### config.mk
export PLATFORM = sky130hd
export DESIGN_NAME = srff_bank_arbiter
export DESIGN_NICKNAME = d
export VERILOG_FILES = /design/src/rtl/srff_arb_pkg.sv /design/src/rtl/srff_rr_pick.sv /design/src/rtl/srff_bank_arbiter.sv
export SDC_FILE = /design/constraint.sdc
export NUM_CORES = 1
export LEC_CHECK = 0
export ABC_AREA = 1
export CAP_MARGIN = 10
export CORE_MARGIN = 3
export CORE_UTILIZATION = 25
export DETAILED_ROUTE_END_ITERATION = 12
export GPL_TIMING_DRIVEN = 0
export PLACE_DENSITY = 0.57
export SYNTH_ARGS = -nofsm -noshare
export SYNTH_HDL_FRONTEND = slang
export SYNTH_SLANG_ARGS = --single-unit
### constraint.sdc
create_clock -name clk -period 2.45 [get_ports clk]
set_input_delay 0.3675 -clock clk [delete_from_list [all_inputs] [get_ports clk]]
set_output_delay 0.3675 -clock clk [all_outputs]
set_load 0.02 [all_outputs]
### src/rtl/srff_arb_pkg.sv
// Shared types for the SR flop bank arbiter: FSM states and command op codes.
// Imported by srff_rr_pick and srff_bank_arbiter.
package srff_arb_pkg;

   typedef enum logic [1:0] {
      ST_IDLE  = 2'd0,
      ST_DRIVE = 2'd1,
      ST_CHECK = 2'd2
   } state_t;

   localparam logic [1:0] OP_HOLD = 2'b00;
   localparam logic [1:0] OP_CLR  = 2'b01;
   localparam logic [1:0] OP_SET  = 2'b10;
   localparam logic [1:0] OP_ILL  = 2'b11;

endpackage

### src/rtl/srff_rr_pick.sv
// Combinational round-robin pick: first requester at or after ptr wins.
// Produces one-hot grant, valid and the winner index.
module srff_rr_pick
   import srff_arb_pkg::*;
#(
   parameter  int NUM_REQ = 4,
   localparam int PW      = $clog2(NUM_REQ)
) (
   input  logic [NUM_REQ-1:0] req,
   input  logic [PW-1:0]      ptr,
   output logic [NUM_REQ-1:0] gnt,
   output logic               vld,
   output logic [PW-1:0]      win
);

   logic [PW-1:0] cand;

   always_comb begin
      gnt  = '0;
      vld  = 1'b0;
      win  = '0;
      cand = '0;
      for (int i = 0; i < NUM_REQ; i++) begin
         cand = PW'((int'(ptr) + i) % NUM_REQ);
         if (!vld && req[cand]) begin
            vld       = 1'b1;
            win       = cand;
            gnt[cand] = 1'b1;
         end
      end
   end

endmodule

### src/rtl/srff_bank_arbiter.sv
// Round-robin arbiter driving one-cycle s/r pulses into a shared SR flop bank.
// Define SRFF_ARB_CHECK_EN to add the CHECK state, shadow and mismatch flag.
module srff_bank_arbiter
   import srff_arb_pkg::*;
#(
   parameter  int NUM_REQ = 4,
   parameter  int BANK_W  = 8,
   localparam int IDX_W   = $clog2(BANK_W)
) (
   input  logic                     clk,
   input  logic                     reset,
   input  logic [NUM_REQ-1:0]       req_i,
   input  logic [2*NUM_REQ-1:0]     op_i,
   input  logic [IDX_W*NUM_REQ-1:0] idx_i,
   output logic [NUM_REQ-1:0]       gnt_o,
   output logic [BANK_W-1:0]        s_o,
   output logic [BANK_W-1:0]        r_o,
   input  logic [BANK_W-1:0]        q_d_i,
   input  logic [BANK_W-1:0]        q_t_i,
   input  logic [BANK_W-1:0]        q_jk_i,
   input  logic                     err_clr_i,
   output logic                     busy_o,
   output logic                     done_o,
   output logic                     err_illegal_o,
   output logic                     err_mismatch_o
);

   localparam int PW = $clog2(NUM_REQ);

   state_t              state;
   logic [PW-1:0]       ptr;
   logic [PW-1:0]       win;
   logic [PW-1:0]       next_ptr;
   logic [1:0]          cmd_op;

   logic [NUM_REQ-1:0]  pick_gnt;
   logic                pick_vld;
   logic [PW-1:0]       pick_win;
   logic [1:0]          op_sel;
   logic [IDX_W-1:0]    idx_sel;
   logic [BANK_W-1:0]   sel_oh;

   srff_rr_pick #(
      .NUM_REQ (NUM_REQ)
   ) u_pick (
      .req (req_i),
      .ptr (ptr),
      .gnt (pick_gnt),
      .vld (pick_vld),
      .win (pick_win)
   );

   always_comb begin
      op_sel  = OP_HOLD;
      idx_sel = '0;
      for (int i = 0; i < NUM_REQ; i++) begin
         if (pick_gnt[i]) begin
            op_sel  = op_i[2*i +: 2];
            idx_sel = idx_i[IDX_W*i +: IDX_W];
         end
      end
   end

   assign sel_oh   = BANK_W'(1) << idx_sel;
   assign next_ptr = (win == PW'(NUM_REQ - 1)) ? '0 : win + 1'b1;

`ifdef SRFF_ARB_CHECK_EN
   logic [IDX_W-1:0]  cmd_idx;
   logic [BANK_W-1:0] shadow;
   logic              mism;

   assign mism = (q_d_i[cmd_idx]  != shadow[cmd_idx]) |
                 (q_t_i[cmd_idx]  != shadow[cmd_idx]) |
                 (q_jk_i[cmd_idx] != shadow[cmd_idx]);
`else
   logic unused_q;

   assign unused_q       = ^{q_d_i, q_t_i, q_jk_i};
   assign err_mismatch_o = 1'b0;
`endif

   always_ff @(posedge clk or posedge reset) begin
      if (reset) begin
         state         <= ST_IDLE;
         ptr           <= '0;
         win           <= '0;
         cmd_op        <= OP_HOLD;
         gnt_o         <= '0;
         s_o           <= '0;
         r_o           <= '0;
         busy_o        <= 1'b0;
         done_o        <= 1'b0;
         err_illegal_o <= 1'b0;
`ifdef SRFF_ARB_CHECK_EN
         cmd_idx        <= '0;
         shadow         <= '0;
         err_mismatch_o <= 1'b0;
`endif
      end else begin
         done_o <= 1'b0;
         // clear first so a same-edge error set below takes priority
         if (err_clr_i) begin
            err_illegal_o  <= 1'b0;
`ifdef SRFF_ARB_CHECK_EN
            err_mismatch_o <= 1'b0;
`endif
         end
         unique case (state)
            ST_IDLE: begin
               if (pick_vld) begin
                  state  <= ST_DRIVE;
                  win    <= pick_win;
                  cmd_op <= op_sel;
                  gnt_o  <= pick_gnt;
                  busy_o <= 1'b1;
                  s_o    <= (op_sel == OP_SET) ? sel_oh : '0;
                  r_o    <= (op_sel == OP_CLR) ? sel_oh : '0;
`ifdef SRFF_ARB_CHECK_EN
                  cmd_idx <= idx_sel;
`else
                  done_o  <= 1'b1;
`endif
               end
            end
            ST_DRIVE: begin
               gnt_o <= '0;
               s_o   <= '0;
               r_o   <= '0;
               if (cmd_op == OP_ILL)
                  err_illegal_o <= 1'b1;
`ifdef SRFF_ARB_CHECK_EN
               if (cmd_op == OP_SET)
                  shadow[cmd_idx] <= 1'b1;
               else if (cmd_op == OP_CLR)
                  shadow[cmd_idx] <= 1'b0;
               state  <= ST_CHECK;
               done_o <= 1'b1;
`else
               state  <= ST_IDLE;
               busy_o <= 1'b0;
               ptr    <= next_ptr;
`endif
            end
`ifdef SRFF_ARB_CHECK_EN
            ST_CHECK: begin
               state  <= ST_IDLE;
               busy_o <= 1'b0;
               ptr    <= next_ptr;
               if (mism)
                  err_mismatch_o <= 1'b1;
            end
`endif
            default: state <= ST_IDLE;
         endcase
      end
   end

endmodule

Word level (Yosys, flattened, before mapping). Index checks and enable logic that the tools add are counted.

Memory bits (writable): 0. Memories kept: 0. Input port bits: 51. Bits in read-only memories: 0. Output and inout bits: 24. Flip-flop bits (word level): 31. Bits in latches: 0.

Shifts and indexed selects: 1. Divide/modulo/power cells: 0. Eq/ne operators: 6. $mul: 0. Bitwise operators: 3. Reduce and logical (&&, ||, !) cells: 14. Magnitude comparators: 8. $add $sub $neg: 4. Muxes and demuxes: 54.

Operator list (number): $mux W8 (4); $pmux W8 S2 (2); $mux W2 (11); $mux W4 (5); $mux W1 (18); $lt A2 B3 Y1 const B (4); $mux W3 (4); $or A4 B4 Y4 (3); $bmux W1 S2 (4); $demux W1 S2 (4); $ge A2 B1 Y1 const B (4); $pmux W4 S2 (1); $shl A1 B3 Y8 const A (1); $logic_and A1 B1 Y1 (7); $eq A2 B2 Y1 const B (3); $add A2 B1 Y2 const B (2); $add A2 B2 Y2 const B (2); $eq A2 B1 Y1 const B (2); $reduce_and A2 Y1 (2); $logic_not A1 Y1 (3); $logic_not A2 Y1 (1); $ne A2 B2 Y1 const B (1); $pmux W1 S2 (1); $reduce_bool A2 Y1 (1).

Logic depth before layout (Yosys ltp).
Depth in word-level cells: 20. Gate-level depth with buffers: 19. Depth with buffers taken out: 19.

Cells and area by module. A second synthesis with hierarchy kept.

Cells, all modules: 248. Area, all modules: 1821.7 µm².

By module, submodules not included: srff_bank_arbiter (times used 1, cells an instance 174, sequential area each 725.7 µm², area each 1386.3 µm²); srff_rr_pick (times used 1, cells an instance 74, sequential area each 0.0 µm², area each 435.4 µm²).

Least setup slack after synthesis. No wires, ideal clock.

Path kind: register -> register. Start point: register ptr[1]. End point: register r_o[6]. Period minus slack after synthesis: 2.410 ns. Path buffers: 0. Setup slack: 0.040 ns. Arrival time: 2.344 ns. Stages on the path, launching flop included: 18. Required time: 2.384 ns. Cells stage by stage: dfrtp_1 -> inv_1 -> ha_1 -> inv_1 -> nand3_1 -> nand2_1 -> nor2_4 -> nand2_1 -> nand2_1 -> nor2_1 -> o21ai_4 -> a21oi_1 -> nand2_1 -> nand2_1 -> nand2_2 -> nor2_1 -> nand2_1 -> nand2_1.

Longest elaborated chain between the ends: 20. Elaborated cells between the ends (all ways): 63. Those cells by class: add/sub: 3; order compare: 8; eq/ne: 2; shift: 1; mux: 35; bitwise: 3; reduce/logical: 11.

Ends and longest elaborated chain: from (decl) (RTL line srff_bank_arbiter.sv:31) `logic [PW-1:0] ptr;`; from (signal assigned) (RTL line srff_bank_arbiter.sv:141) `ptr <= next_ptr;`; parallel branches: the longest is 20 deep, another holds $lt A2 B3 Y1; to (signal assigned) (RTL line srff_bank_arbiter.sv:117) `r_o <= (op_sel == OP_CLR) ? sel_oh : '0;`; to (decl) (RTL line srff_bank_arbiter.sv:17) `output logic [BANK_W-1:0] r_o,`.

Several ways; the timed one is not identified. The select of a mux whose other input is x is not followed. A chain may end at the register's enable or synchronous reset.

Worst setup path in the final report.
Start point: register ptr[0]. End point: register r_o[6].

Same word-level chain as after synthesis.

==> impl_metrics.ini <==
[run_status]
status = finished with violations
violations = setup timing

[drt]
dr.pass1.iters = 7
wl_met1_mm = 2.628
detail-route-antenna-nets = 0
wl_met3_um = 309
drc = 0
via_count = 1901
route.detailed.wl_per_inst_um = 13.51
vias_per_cell = 4.515
routed_wl_mm = 5.688
met2_length_mm = 2.664
drtIter0Drc = 73
highest_layer = met4

[floorplanning]
core_mm2 = 0.007370
num_rows = 31
io_pins = 75
fp.dieH_um = 93.77
dieWidth_um = 93.77
die-area_mm2 = 0.008792
initial_core_util_pct = 26.13

[timing]
worst_clock_skew_ns = 0.001213
setup_viol = 14
fin_crit_sh_pct = 102.3
rsz0062_at_grt = true
fmax_mhz = 398.9
fin_ws_ns = -0.05684
finalMaxSlewViolations = 0
tns_ns = -0.3227
hold_viol = 0
hold_slack_ns = 0.3243
fin_crit_ns = 2.507

[critical_path]
crit_fanout = 8
start_kind = flop
critical_path.cell_chain = clkinv_4 > ha_4 > nand3_1 > nand2_2 > nor2_4 > a21boi_2 > nand3_2 > buf_8 > a21oi_4 > nand2_2 > nand2_2 > nand3_4 > nor2_4 > nand2_1 > nand2_1
cp.arrival_ns = 2.72
path_delay_family = simple AND/OR/NAND/NOR gates
critPathRequiredTime_ns = 2.67
crit_path_max_incr_delay_ns = 0.41
crit_buf_inv = 2
slowest_stage = dfrtp_2
path_class = reg2reg
cp_common_cell = nand2_2
crit_path_end_kind = flop

[synth]
synth_seq_cells = 29
synth_ff_type = dfrtp_1
syn_avg_cell_area_um2 = 7.733
syn_area_mm2 = 0.001926
synth_top_area_share_pct = 37.69
synth_cells = 249
ys_async_sr_fraction_pct = 100.0
syn_nets = 308
ys_warn_count = 0
synth_top_area_cell = dfrtp_1
synthTopCellsByArea = dfrtp_1 (38%), nand2_1 (17%), ha_1 (5.2%)
synth_cell_types = 34
seq_area_frac_synth_pct = 37.69
synth_edf_count = 0

[global_routing]
grt_overflow = 0
grt_pass1_wl_mm = 8.514
grt_usage_pct = 12.14
grt_pass1_vias = 1765
antenna_found_initial = 0
grt_max_degree = 30

[min_path]
worstHoldPathType = in2async

[clock_network]
cts_tree = yes
cts_buffers = 5
htreeDepth = 2
cts-root-buf = clkbuf_8
clkTransAtPathRegs_ns = 0.06
cts_num_sinks = 29
hold_buffers = 0
clkLatencyLatePin_ns = 0.28
ctsLongestPathBuffers = 2

[cells_and_area]
drive_above_1_share_pct = 31.99
antenna_cells = 0
area_delta_synth_final_pct = 58.54
fill_cells = 756
fin_nets = 380

[placement]
dp_slack_ns = -0.3930
routabilityCongestion = 0.8525
io_buffers = 49
place_hpwl_mm = 3.807

[flow_run]
drv_cap = 0
-- cell usage after synthesis, types with 2 or more instances --
master and n:
a21oi_1 18, a22o_1 2, clkbuf_1 2, dfrtp_1 29
ha_1 8, inv_1 25, inv_2 5, nand2_1 85
nand2_2 9, nand2_4 3, nand3_1 19, nand3_2 3
nand3_4 2, nand4_1 3, nor2_1 3, nor2_2 5
nor2_4 4, o21ai_0 8
-- kinds of logic after synthesis --
group,synth area share (%)
adders and majority gates,5.198
and+or+nand+nor,37.88
xor gates and xnor gates,0.4549
other,0.1947
buffers and inverters,7.733
DFF,37.69
AOI/OAI and AO/OA,10.85
-- through the flow --
stage | utilization, % | instances | instance area, um2
after floorplan | - | 249 | 1926
after global placement | 34.47 | 397 | 2540
after detailed placement | 34.47 | 397 | 2540
after CTS | 36.42 | 408 | 2684
after global routing | 41.43 | 421 | 3053
final | 41.43 | 421 | 3053
-- cell type report --
| type | instances | area, um2 | share of cell area, % |
|---|---|---|---|
| multi-input combinational | 185 | 1299 | 42.54 |
| sequential | 29 | 728.2 | 23.85 |
| timing repair buffer | 64 | 656.9 | 21.52 |
| inverter | 32 | 135.1 | 4.426 |
| tap | 99 | 123.9 | 4.057 |
| clock buffer | 8 | 80.08 | 2.623 |
| buffer | 4 | 30.03 | 0.9836 |
-- layer usage --
layer  up-vias  global-route usage, %
li1        943                      -
met1       897                  16.27
met2        51                  18.69
met3        10                  3.526
met4         0                  3.971
met5         -                      0
-- placed cells by master (no fill, tap or decap), drive strengths merged, types with 2 or more instances in the layout --
cell and instances:
inv 29, buf 16, clkinv 3, nor2 13
dfrtp 29, nand2 98, clkdlybuf4s50 49, ha 8
o21ai 10, nand4 3, clkbuf 11, a21oi 18
a22o 2, nand3 24
-- state kept, by name (all words and copies together) (netlist names) --
name           count
busy_o             1
cmd_op             2
done_o             1
err_illegal_o      1
gnt_o              4
ptr                2
r_o                8
s_o                8
win                2
-- what timing repair did --
item	in CTS	in global routing
pin swaps	2	29
resized for setup	13	52
setup endpoints to repair	24	16
gates cloned	0	2
buffers inserted	3	10
-- final timing paths --
path / cells after the start / slack [ns] / from / end
max: 15 / -0.06 / ptr[0] / r_o[6]
min: 2 / 0.32 / reset / err_illegal_o
max reg2reg: 15 / -0.06 / ptr[0] / r_o[6]
min reg2reg: 2 / 0.48 / s_o[3] / s_o[3]
max in group asynchronous: 3 / 1.71 / reset / ptr[0]
min in group clk: 2 / 0.48 / s_o[3] / s_o[3]
Power is left out: the tool's default activity adds up to more than one toggle a clock period on the data nets, which glitch-free logic cannot reach.
